<file path="src/rtl/lut_scan_sched_pkg.sv">
// Shared types and helpers for the lookup-table scan sequencer.
package lut_scan_pkg;

   typedef enum logic [1:0] {IDLE, RUN, DRAIN, FIN} state_e;

   localparam logic [15:0] LUT_PAD = 16'd3;

   function automatic logic [31:0] idx(input logic [31:0] g, input logic [31:0] r,
                                       input int unsigned ih);
      return g * ih + r;
   endfunction

endpackage

</file>
<file path="src/rtl/lut_scan_sched_if.sv">
// Control, lookup and output-stream signals of the scan sequencer.
interface lut_scan_sched_if #(parameter int unsigned GW = 16);
   logic          start;
   logic [GW-1:0] cfg_groups;
   logic          busy;
   logic          done;
   logic [31:0]   lut_group;
   logic [31:0]   lut_row;
   logic [15:0]   lut_dout;
   logic          out_valid;
   logic          out_ready;
   logic [15:0]   out_data;
   logic [31:0]   out_idx;
   logic          out_last;

   modport slave (
      input  start, cfg_groups, lut_dout, out_ready,
      output busy, done, lut_group, lut_row, out_valid, out_data, out_idx, out_last
   );

   modport master (
      output start, cfg_groups, lut_dout, out_ready,
      input  busy, done, lut_group, lut_row, out_valid, out_data, out_idx, out_last
   );
endinterface

</file>
<file path="src/rtl/lut_scan_sched_cnt.sv">
// Nested row/group counter: row is fastest, wraps at IH-1 into the next group.
module lut_scan_cnt #(
   parameter int unsigned IH = 8
) (
   input  logic        clk,
   input  logic        rst_n,
   input  logic        clr,
   input  logic        adv,
   input  logic [31:0] groups,
   output logic [31:0] g,
   output logic [31:0] r,
   output logic        last
);
   logic [31:0] g_q, g_d, r_q, r_d;
   logic        row_wrap;

   assign row_wrap = (r_q == 32'(IH - 1));

   always_comb begin
      g_d = g_q;
      r_d = r_q;
      if (clr) begin
         g_d = '0;
         r_d = '0;
      end else if (adv) begin
         if (row_wrap) begin
            r_d = '0;
            g_d = g_q + 32'd1;
         end else begin
            r_d = r_q + 32'd1;
         end
      end
   end

   always_ff @(posedge clk) begin
      if (!rst_n) begin
         g_q <= '0;
         r_q <= '0;
      end else begin
         g_q <= g_d;
         r_q <= r_d;
      end
   end

   assign g    = g_q;
   assign r    = r_q;
   assign last = row_wrap && (g_q == groups - 32'd1);
endmodule

</file>
<file path="src/rtl/lut_scan_sched.sv">
// Walks every (group,row) pair through the external lookup and streams the codes out.
// Build option LUT_SCAN_SKIP_PAD_EN: pairs at or beyond CKK are skipped instead of emitted.
//
// state | meaning
// IDLE  | waiting for start
// RUN   | driving pairs to the lookup, loading the output register
// DRAIN | final code held until downstream takes it
// FIN   | one-cycle done pulse, then back to IDLE
module lut_scan_sched
   import lut_scan_pkg::*;
#(
   parameter int unsigned IH  = 8,
   parameter int unsigned CKK = 72,
   parameter int unsigned GW  = 16
) (
   input logic            clk,
   input logic            rst_n,
   lut_scan_sched_if.slave bus
);
`ifdef LUT_SCAN_SKIP_PAD_EN
   localparam bit SKIP_EN = 1'b1;
`else
   localparam bit SKIP_EN = 1'b0;
`endif
   localparam logic [31:0] CKK_W = 32'(CKK);

   state_e        state_q, state_d;
   logic [GW-1:0] groups_q, groups_d;
   logic          busy_q, busy_d, done_q, done_d;
   logic          valid_q, valid_d, last_q, last_d;
   logic [15:0]   data_q, data_d;
   logic [31:0]   out_idx_q, out_idx_d;

   logic [31:0] groups32, cnt_g, cnt_r, cur_idx, total, lim;
   logic        cnt_last, cnt_clr, cnt_adv, xfer, load, skip_pair, is_last;

   lut_scan_cnt #(.IH(IH)) u_cnt (
      .clk   (clk),
      .rst_n (rst_n),
      .clr   (cnt_clr),
      .adv   (cnt_adv),
      .groups(groups32),
      .g     (cnt_g),
      .r     (cnt_r),
      .last  (cnt_last)
   );

   assign groups32  = 32'(groups_q);
   assign cur_idx   = idx(cnt_g, cnt_r, IH);
   assign total     = groups32 * IH;
   assign lim       = (total < CKK_W) ? total : CKK_W;
   assign skip_pair = SKIP_EN && (cur_idx >= CKK_W);
   // With skipping, the final emitted code is the last in-range address, not the last pair.
   assign is_last   = SKIP_EN ? (cur_idx == lim - 32'd1) : cnt_last;
   assign xfer      = valid_q && bus.out_ready;
   assign load      = !valid_q || bus.out_ready;

   always_comb begin
      state_d   = state_q;
      groups_d  = groups_q;
      busy_d    = busy_q;
      done_d    = 1'b0;
      valid_d   = valid_q;
      last_d    = last_q;
      data_d    = data_q;
      out_idx_d = out_idx_q;
      cnt_clr   = 1'b0;
      cnt_adv   = 1'b0;
      case (state_q)
         IDLE: begin
            if (bus.start) begin
               busy_d = 1'b1;
               if (bus.cfg_groups != '0) begin
                  groups_d = bus.cfg_groups;
                  cnt_clr  = 1'b1;
                  state_d  = RUN;
               end else begin
                  state_d  = FIN;
               end
            end
         end
         RUN: begin
            if (skip_pair) begin
               cnt_adv = 1'b1;
               if (xfer) valid_d = 1'b0;
               if (cnt_last) state_d = (valid_q && !bus.out_ready) ? DRAIN : FIN;
            end else if (load) begin
               data_d    = bus.lut_dout;
               out_idx_d = cur_idx;
               valid_d   = 1'b1;
               cnt_adv   = 1'b1;
               if (is_last) begin
                  last_d  = 1'b1;
                  state_d = DRAIN;
               end
            end
         end
         DRAIN: begin
            if (xfer) begin
               valid_d = 1'b0;
               last_d  = 1'b0;
               state_d = FIN;
            end
         end
         FIN: begin
            done_d  = 1'b1;
            busy_d  = 1'b0;
            state_d = IDLE;
         end
         default: state_d = IDLE;
      endcase
   end

   always_ff @(posedge clk) begin
      if (!rst_n) begin
         state_q   <= IDLE;
         groups_q  <= '0;
         busy_q    <= 1'b0;
         done_q    <= 1'b0;
         valid_q   <= 1'b0;
         last_q    <= 1'b0;
         data_q    <= '0;
         out_idx_q <= '0;
      end else begin
         state_q   <= state_d;
         groups_q  <= groups_d;
         busy_q    <= busy_d;
         done_q    <= done_d;
         valid_q   <= valid_d;
         last_q    <= last_d;
         data_q    <= data_d;
         out_idx_q <= out_idx_d;
      end
   end

   assign bus.busy      = busy_q;
   assign bus.done      = done_q;
   assign bus.lut_group = cnt_g;
   assign bus.lut_row   = cnt_r;
   assign bus.out_valid = valid_q;
   assign bus.out_data  = data_q;
   assign bus.out_idx   = out_idx_q;
   assign bus.out_last  = last_q;
endmodule

</file>
<file path="src/flat_wrapper.sv">
// flat-port wrapper written by rule: the top's interface ports become plain ports
module lut_scan_sched_flat import lut_scan_pkg::*;
#(
   parameter int unsigned IH  = 8,
   parameter int unsigned CKK = 72,
   parameter int unsigned GW  = 16
)
  (clk, rst_n, bus_start, bus_cfg_groups, bus_lut_dout, bus_out_ready, bus_busy, bus_done, bus_lut_group, bus_lut_row, bus_out_valid, bus_out_data, bus_out_idx, bus_out_last);
  lut_scan_sched_if #(.GW(GW)) bus_i ();
  input logic clk;
  input logic rst_n;
  input wire logic [$bits(bus_i.start)-1:0] bus_start;
  input wire logic [$bits(bus_i.cfg_groups)-1:0] bus_cfg_groups;
  input wire logic [$bits(bus_i.lut_dout)-1:0] bus_lut_dout;
  input wire logic [$bits(bus_i.out_ready)-1:0] bus_out_ready;
  output wire logic [$bits(bus_i.busy)-1:0] bus_busy;
  output wire logic [$bits(bus_i.done)-1:0] bus_done;
  output wire logic [$bits(bus_i.lut_group)-1:0] bus_lut_group;
  output wire logic [$bits(bus_i.lut_row)-1:0] bus_lut_row;
  output wire logic [$bits(bus_i.out_valid)-1:0] bus_out_valid;
  output wire logic [$bits(bus_i.out_data)-1:0] bus_out_data;
  output wire logic [$bits(bus_i.out_idx)-1:0] bus_out_idx;
  output wire logic [$bits(bus_i.out_last)-1:0] bus_out_last;
  assign bus_i.start = bus_start;
  assign bus_i.cfg_groups = bus_cfg_groups;
  assign bus_i.lut_dout = bus_lut_dout;
  assign bus_i.out_ready = bus_out_ready;
  assign bus_busy = bus_i.busy;
  assign bus_done = bus_i.done;
  assign bus_lut_group = bus_i.lut_group;
  assign bus_lut_row = bus_i.lut_row;
  assign bus_out_valid = bus_i.out_valid;
  assign bus_out_data = bus_i.out_data;
  assign bus_out_idx = bus_i.out_idx;
  assign bus_out_last = bus_i.out_last;
  lut_scan_sched #(.IH(IH), .CKK(CKK), .GW(GW)) u_core (.clk(clk), .rst_n(rst_n), .bus(bus_i));
endmodule
</file>
<file path="config.mk">
export PLATFORM = sky130hd
export DESIGN_NAME = lut_scan_sched_flat
export DESIGN_NICKNAME = d
export VERILOG_FILES = /design/src/rtl/lut_scan_sched_pkg.sv /design/src/rtl/lut_scan_sched_if.sv /design/src/rtl/lut_scan_sched_cnt.sv /design/src/rtl/lut_scan_sched.sv /design/src/flat_wrapper.sv
export SDC_FILE = /design/constraint.sdc
export NUM_CORES = 1
export LEC_CHECK = 0
export CAP_MARGIN = 25
export CORE_MARGIN = 3
export CORE_UTILIZATION = 40
export CTS_CLUSTER_DIAMETER = 80
export DETAILED_ROUTE_END_ITERATION = 10
export GPL_TIMING_DRIVEN = 0
export PLACE_DENSITY = 0.65
export SYNTH_ARGS = -nofsm -noshare
export SYNTH_HDL_FRONTEND = slang
export SYNTH_SLANG_ARGS = --single-unit
export TNS_END_PERCENT = 100
</file>
<file path="constraint.sdc">
create_clock -name clk -period 8.1 [get_ports clk]
set_clock_uncertainty 0.2 [all_clocks]
set_input_delay 1.215 -clock clk [delete_from_list [all_inputs] [get_ports clk]]
set_output_delay 1.215 -clock clk [all_outputs]
set_load 0.01 [all_outputs]
</file>
==> After elaboration in Yosys (flattened, before gate mapping) <==
Index checks and enable logic that the tools add are counted.
{ "classes": {"n_eq_ne": 9, "add_sub_neg": 4, "n_bitwise": 1, "reduce_logical": 16, "n_mux": 21} }
{ "op_table": {"columns": ["operator", "n"], "rows": [
  ["32-bit by 1-bit adder with 32-bit output (second input constant)", 2],
  ["32-bit adder", 1],
  ["32-bit by 3-bit == test with 1-bit output (second input constant)", 1],
  ["32-bit == test", 1],
  ["32-bit 2-to-1 mux", 1],
  ["16-bit by 1-bit subtractor with 17-bit output (second input constant)", 1],
  ["16-bit nonzero test", 1],
  ["1-bit 2-to-1 mux", 11],
  ["2-bit 2-to-1 mux", 5],
  ["2-bit case mux with 4 select lines", 1],
  ["4-bit AND reduction", 2],
  ["2-bit by 1-bit != test with 1-bit output (second input constant)", 3],
  ["1-bit case mux with 2 select lines", 3],
  ["2-bit AND reduction", 3],
  ["3-bit AND reduction", 2],
  ["2-bit == test (second input constant)", 2],
  ["2-bit nonzero test", 2],
  ["2-bit by 1-bit == test with 1-bit output (second input constant)", 1],
  ["1-bit logical AND", 2],
  ["2-bit zero test", 1],
  ["2-bit != test (second input constant)", 1],
  ["2-bit OR reduction", 1],
  ["1-bit zero test", 1],
  ["1-bit logical OR", 1],
  ["1-bit NOT", 1]
]} }
{ "word_totals": {"word_cells": 61, "ff_bits": 134, "output_inout_bits": 116} }

==> Logic depth before layout (Yosys ltp) <==
{ "logic_depth": {"ltp_word": 6, "ltp_mapped": 11, "ltp_nobuf": 11} }

==> Modules after synthesis <==
Synthesis repeated with hierarchy kept, for this count alone.
{ "unflattened": {"cells_unflattened": 1009, "area_unflattened_um2": 8350.5} }
{ "modules_own_cells": {"columns": ["module", "cells_per_inst", "seq_area_each_um2", "area_each_um2", "instances"], "rows": [
  ["lut_scan_sched", 514, 1401.3, 4362.9, 1],
  ["lut_scan_cnt", 495, 1281.2, 3987.6, 1]
]} }

==> Worst setup path after synthesis <==
No wires, ideal clock.
{ "synth_timing": {"path_type": "in2reg", "from": "in bus_out_ready", "to": "reg u_core.u_cnt.g_q[31] (netlist: u_core.u_cnt.g[31])", "arrival_time_ps": 2906, "stages": 9, "slack_ps": 4924, "path_buffers": 1, "setup_time_ps": 70, "cell_sequence": "nand2b_1 -> and2_1 -> and3_1 -> clkbuf_1 -> nand2_1 -> nor3_1 -> nand2_1 -> or3_1 -> a21oi_1"} }
{ "synth_via": {"elab_chain_cells": 4} }
{ "synth_lines": {"columns": ["element", "line_no", "rtl"], "rows": [
  ["start: declaration", "flat_wrapper.sv:15", "input wire logic [$bits(bus_i.out_ready)-1:0] bus_out_ready;"],
  ["1-bit logical OR", "lut_scan_sched.sv:56", "assign load = !valid_q || bus.out_ready;"],
  ["1-bit 2-to-1 mux", "lut_scan_sched.sv:87", "end else if (load) begin"],
  ["1-bit 2-to-1 mux", "lut_scan_sched.sv:69", "case (state_q)"],
  ["2-bit AND reduction (no line)", null, null],
  ["end signal: assignment", "lut_scan_sched_cnt.sv:40", "g_q <= g_d;"],
  ["end: declaration", "lut_scan_sched_cnt.sv:14", "logic [31:0] g_q, g_d, r_q, r_d;"]
]} }
Every way passes these cells.
A chain may end at the register's enable or synchronous reset.

==> Worst setup path in the final report <==
{ "layout_timing": {"from": "in bus_out_ready", "to": "reg u_core.u_cnt.g_q[25] (netlist: u_core.u_cnt.g[25])"} }
Same word-level chain as after synthesis.

==> results.yml <==
clocking:
  clock_tree.root_cell: "clkbuf_16"
  clk_pin_slew_ns: 0.06
  cts_sinks: 134
  cts_setup_buffers: 0
  cts_tree: "done"
  cts_made_buffers: 17
  cts_resized: 0
  clk_path_buf_depth: 2
  clk_latency_ns: 0.42
  holdBufCountCts: 0
  htreeDepth: 4
yosys:
  synthArstFlopShare: 0
  synth_compound_area_frac: 0.1625
  muxShareOfSynthArea: 0.02401
  ys_seq_area_frac: 0.3551
  synth_nets: 986
  yosys_register_bits: 134
  synth-simple-area-share: 0.2633
  synth_xor_area_frac: 0.1067
  avgSynthCellArea_um2: 8.266
  synth_cells: 914
  synth_adder_area_share: 0.06062
  synth_area_um2: 7555
  synth_edf_count: 0
  synth-main-ff-cell: "dfxtp_1"
  synth_cell_types: 58
  yosysWarnings: 0
  synth_top_family_by_area: "simple AND/OR/NAND/NOR gates"
timing:
  fin_setup_tns_ns: 0
  timing_worst_slew_pin_value_ns: 0.7672
  rsz0062_at_grt: "no"
  final-setup-viol-count: 0
  fin_crit_ns: 4.074
  post-route-period-util: 0.5029
  final_max_slew_viol_count: 0
  hold_viol: 0
  max_freq_ghz: 0.2455
  slew_headroom: 0.4846
critical_path:
  crit_required_ns: 8.24
  timing.rr.end: "u_core.u_cnt.g[25]"
  crit_path_max_fanout: 8
  critPathKind: "input pin to flop"
  cp-end-kind: "flop"
  timing.rr.start: "u_core.u_cnt.r[0]"
  critPathArrivalTime_ns: 4.22
  r2r.worst_path.cells: 10
  start_kind: "input pin"
  reg2reg_slack_ns: 4.57
placement:
  detailed_place_hpwl_um: 17130
  portBuffers: 151
  gp_congestion: 0.9374
  place_area_um2: 9353
drt:
  viasPerCell: 5.467
  drtIter0Drc: 393
  wl_per_cell_um: 17.00
  vias: 7249
  ant_nets: 0
  drcViolationCount: 0
  drt-total-wl_um: 22550
  dr.pass1.iters: 5
die:
  die_h_um: 143.4
  dieArea_um2: 20570
  rows: 49
  start_util: 0.4135
  core-area_um2: 18270
  pin_count: 152
  fp.dieW_um: 143.4
min_path:
  worstHoldStart: "u_core.bus.out_data[15]"
  hold_class: "flop to flop"
  worstHoldEndpoint: "u_core.bus.out_data[15]"
  hold_depth: 2
global_routing:
  track_usage: 0.2200
  grt_max_degree: 17
  grt_pass1_wl_um: 35680
  overflow: 0
  antenna_found_initial: 0
  grt_pass1_vias: 6676
power:
  irDropWorstVdd_uv: 144.2
  power.density_nw_per_um2: 204.6
  leakage_uw: 0.003641
finish:
  final_layout_size_suffix_gt1_frac: 0.03920
  stdcell_area_um2: 9938
  final_common_cell: "clkdlybuf4s50_1"
  nFillCells: 1746
  syn_to_final_growth_pct: 31.55
  n_antenna_cell: 0
  final_cell_mix: "clkdlybuf4s50_1, dfxtp_1, nand2_1"
  final_nets: 1156
flow_run:
  maxCapViolations: 0
status:
  status: "complete, no violations"
-- state kept, by name (all words and copies together) (netlist names) --
| signal | cells |
|---|---|
| u_core.state_q | 2 |
| u_core.bus.done | 1 |
| u_core.bus.out_last | 1 |
| u_core.u_cnt.r | 32 |
| u_core.groups_q | 16 |
| u_core.u_cnt.g | 32 |
| u_core.bus.out_valid | 1 |
| u_core.bus.busy | 1 |
| u_core.bus.out_idx | 32 |
| u_core.bus.out_data | 16 |
-- through the flow --
stage               utilization  std cells  setup slack (ns)  power, uW  hold slack [ns]
finish                   0.5440       1326             4.026       2034           0.2622
global route             0.5440       1326             3.919       2140           0.2818
CTS                      0.5440       1326             4.111       2048           0.2646
detailed placement       0.5119       1294             3.674       1263           0.2569
global placement         0.5119       1294             3.645       1255           0.2501
floorplan                     -        914             4.924       1078           0.2790
-- per-layer routing --
layer	GRT usage	wire, um	up-vias
met5	0	0	-
met3	0.05225	1428	23
li1	-	-	3588
met2	0.3505	10460	223
met4	0.05649	350	0
met1	0.3012	10310	3415
-- logic make-up (layout without fill, tap and decap cells) --
group | count (synthesis) | after routing
xor gates and xnor gates | 92 | 92
buffers and inverters | 53 | 236
DFF | 134 | 134
AOI/OAI and AO/OA | 191 | 191
muxes | 18 | 18
adders and majority gates | 36 | 36
and+or+nand+nor | 390 | 390
-- report_power, final --
part | leakage, uW | switching (uW) | total (uW) | internal [uW]
logic | 0.00228 | 294 | 501 | 208
clock network | 0.000278 | 291 | 783 | 492
registers | 0.00109 | 41.8 | 749 | 707
total | 0.00364 | 626 | 2030 | 1410
-- worst max path at each step --
| stage | startpoint | endpoint | slack [ns] | depth (start not counted) |
|---|---|---|---|---|
| after floorplan | bus_out_ready | u_core.u_cnt.g[31] | 4.92 | 9 |
| after global placement | bus_out_ready | u_core.u_cnt.g[31] | 3.64 | 10 |
| after detailed placement | bus_cfg_groups[0] | u_core.u_cnt.r[3] | 3.67 | 9 |
| after CTS | bus_start | u_core.u_cnt.r[3] | 4.11 | 9 |
| after global routing | bus_cfg_groups[10] | u_core.u_cnt.r[2] | 3.92 | 9 |
| final | bus_out_ready | u_core.u_cnt.g[25] | 4.03 | 10 |
-- critical path, stage by stage --
cell	delay, ns
clkdlybuf4s50_1	0.51
nand2b_1	0.18
and2_1	0.23
and3_1	0.17
clkbuf_1	0.31
nand2_1	0.20
nor3_1	0.63
nand3_1	0.27
or3_1	0.36
a21oi_1	0.14
-- synth_stat cells (all sizes together), types with 2 or more instances --
cell,count,area [um2]
dfxtp,134,2683
nand2,110,412.9
nor2,77,289.0
o21ai,50,250.2
xor2,50,437.9
a21oi,44,220.2
xnor2,42,367.9
nand3,38,190.2
ha,35,437.9
nor2b,26,162.7
clkbuf,25,93.84
a21boi,24,180.2
nor3,24,120.1
inv,19,71.32
and3,18,112.6
nor4,18,142.6
and2,17,106.4
mux2i,17,170.2
nand4,16,100.1
or3,12,75.07
a21o,11,82.58
o211ai,10,75.07
and4,9,78.83
buf,9,45.04
o21a,9,67.56
nand2b,7,43.79
o31ai,7,52.55
a211oi,6,45.04
a31oi,6,37.54
or2,5,31.28
nand3b,4,30.03
nor4b,3,26.28
o211a,3,30.03
or4,3,26.27
a221oi,2,17.52
a2bb2oi,2,17.52
a311o,2,20.02
a311oi,2,17.52
o21bai,2,15.01
-- area by class of cell --
type	instances	area [um2]	share of cell area
plain buffers	34	138.9	0.01397
clock buffers	24	461.7	0.04646
clock inverters	8	123.9	0.01246
inverters	19	71.32	0.007176
multi-input cells	727	4662	0.4691
flip-flops and latches	134	2683	0.2699
well taps	229	286.5	0.02883
repair buffers	151	1511	0.1521
(Power assumes the default switching activity.)
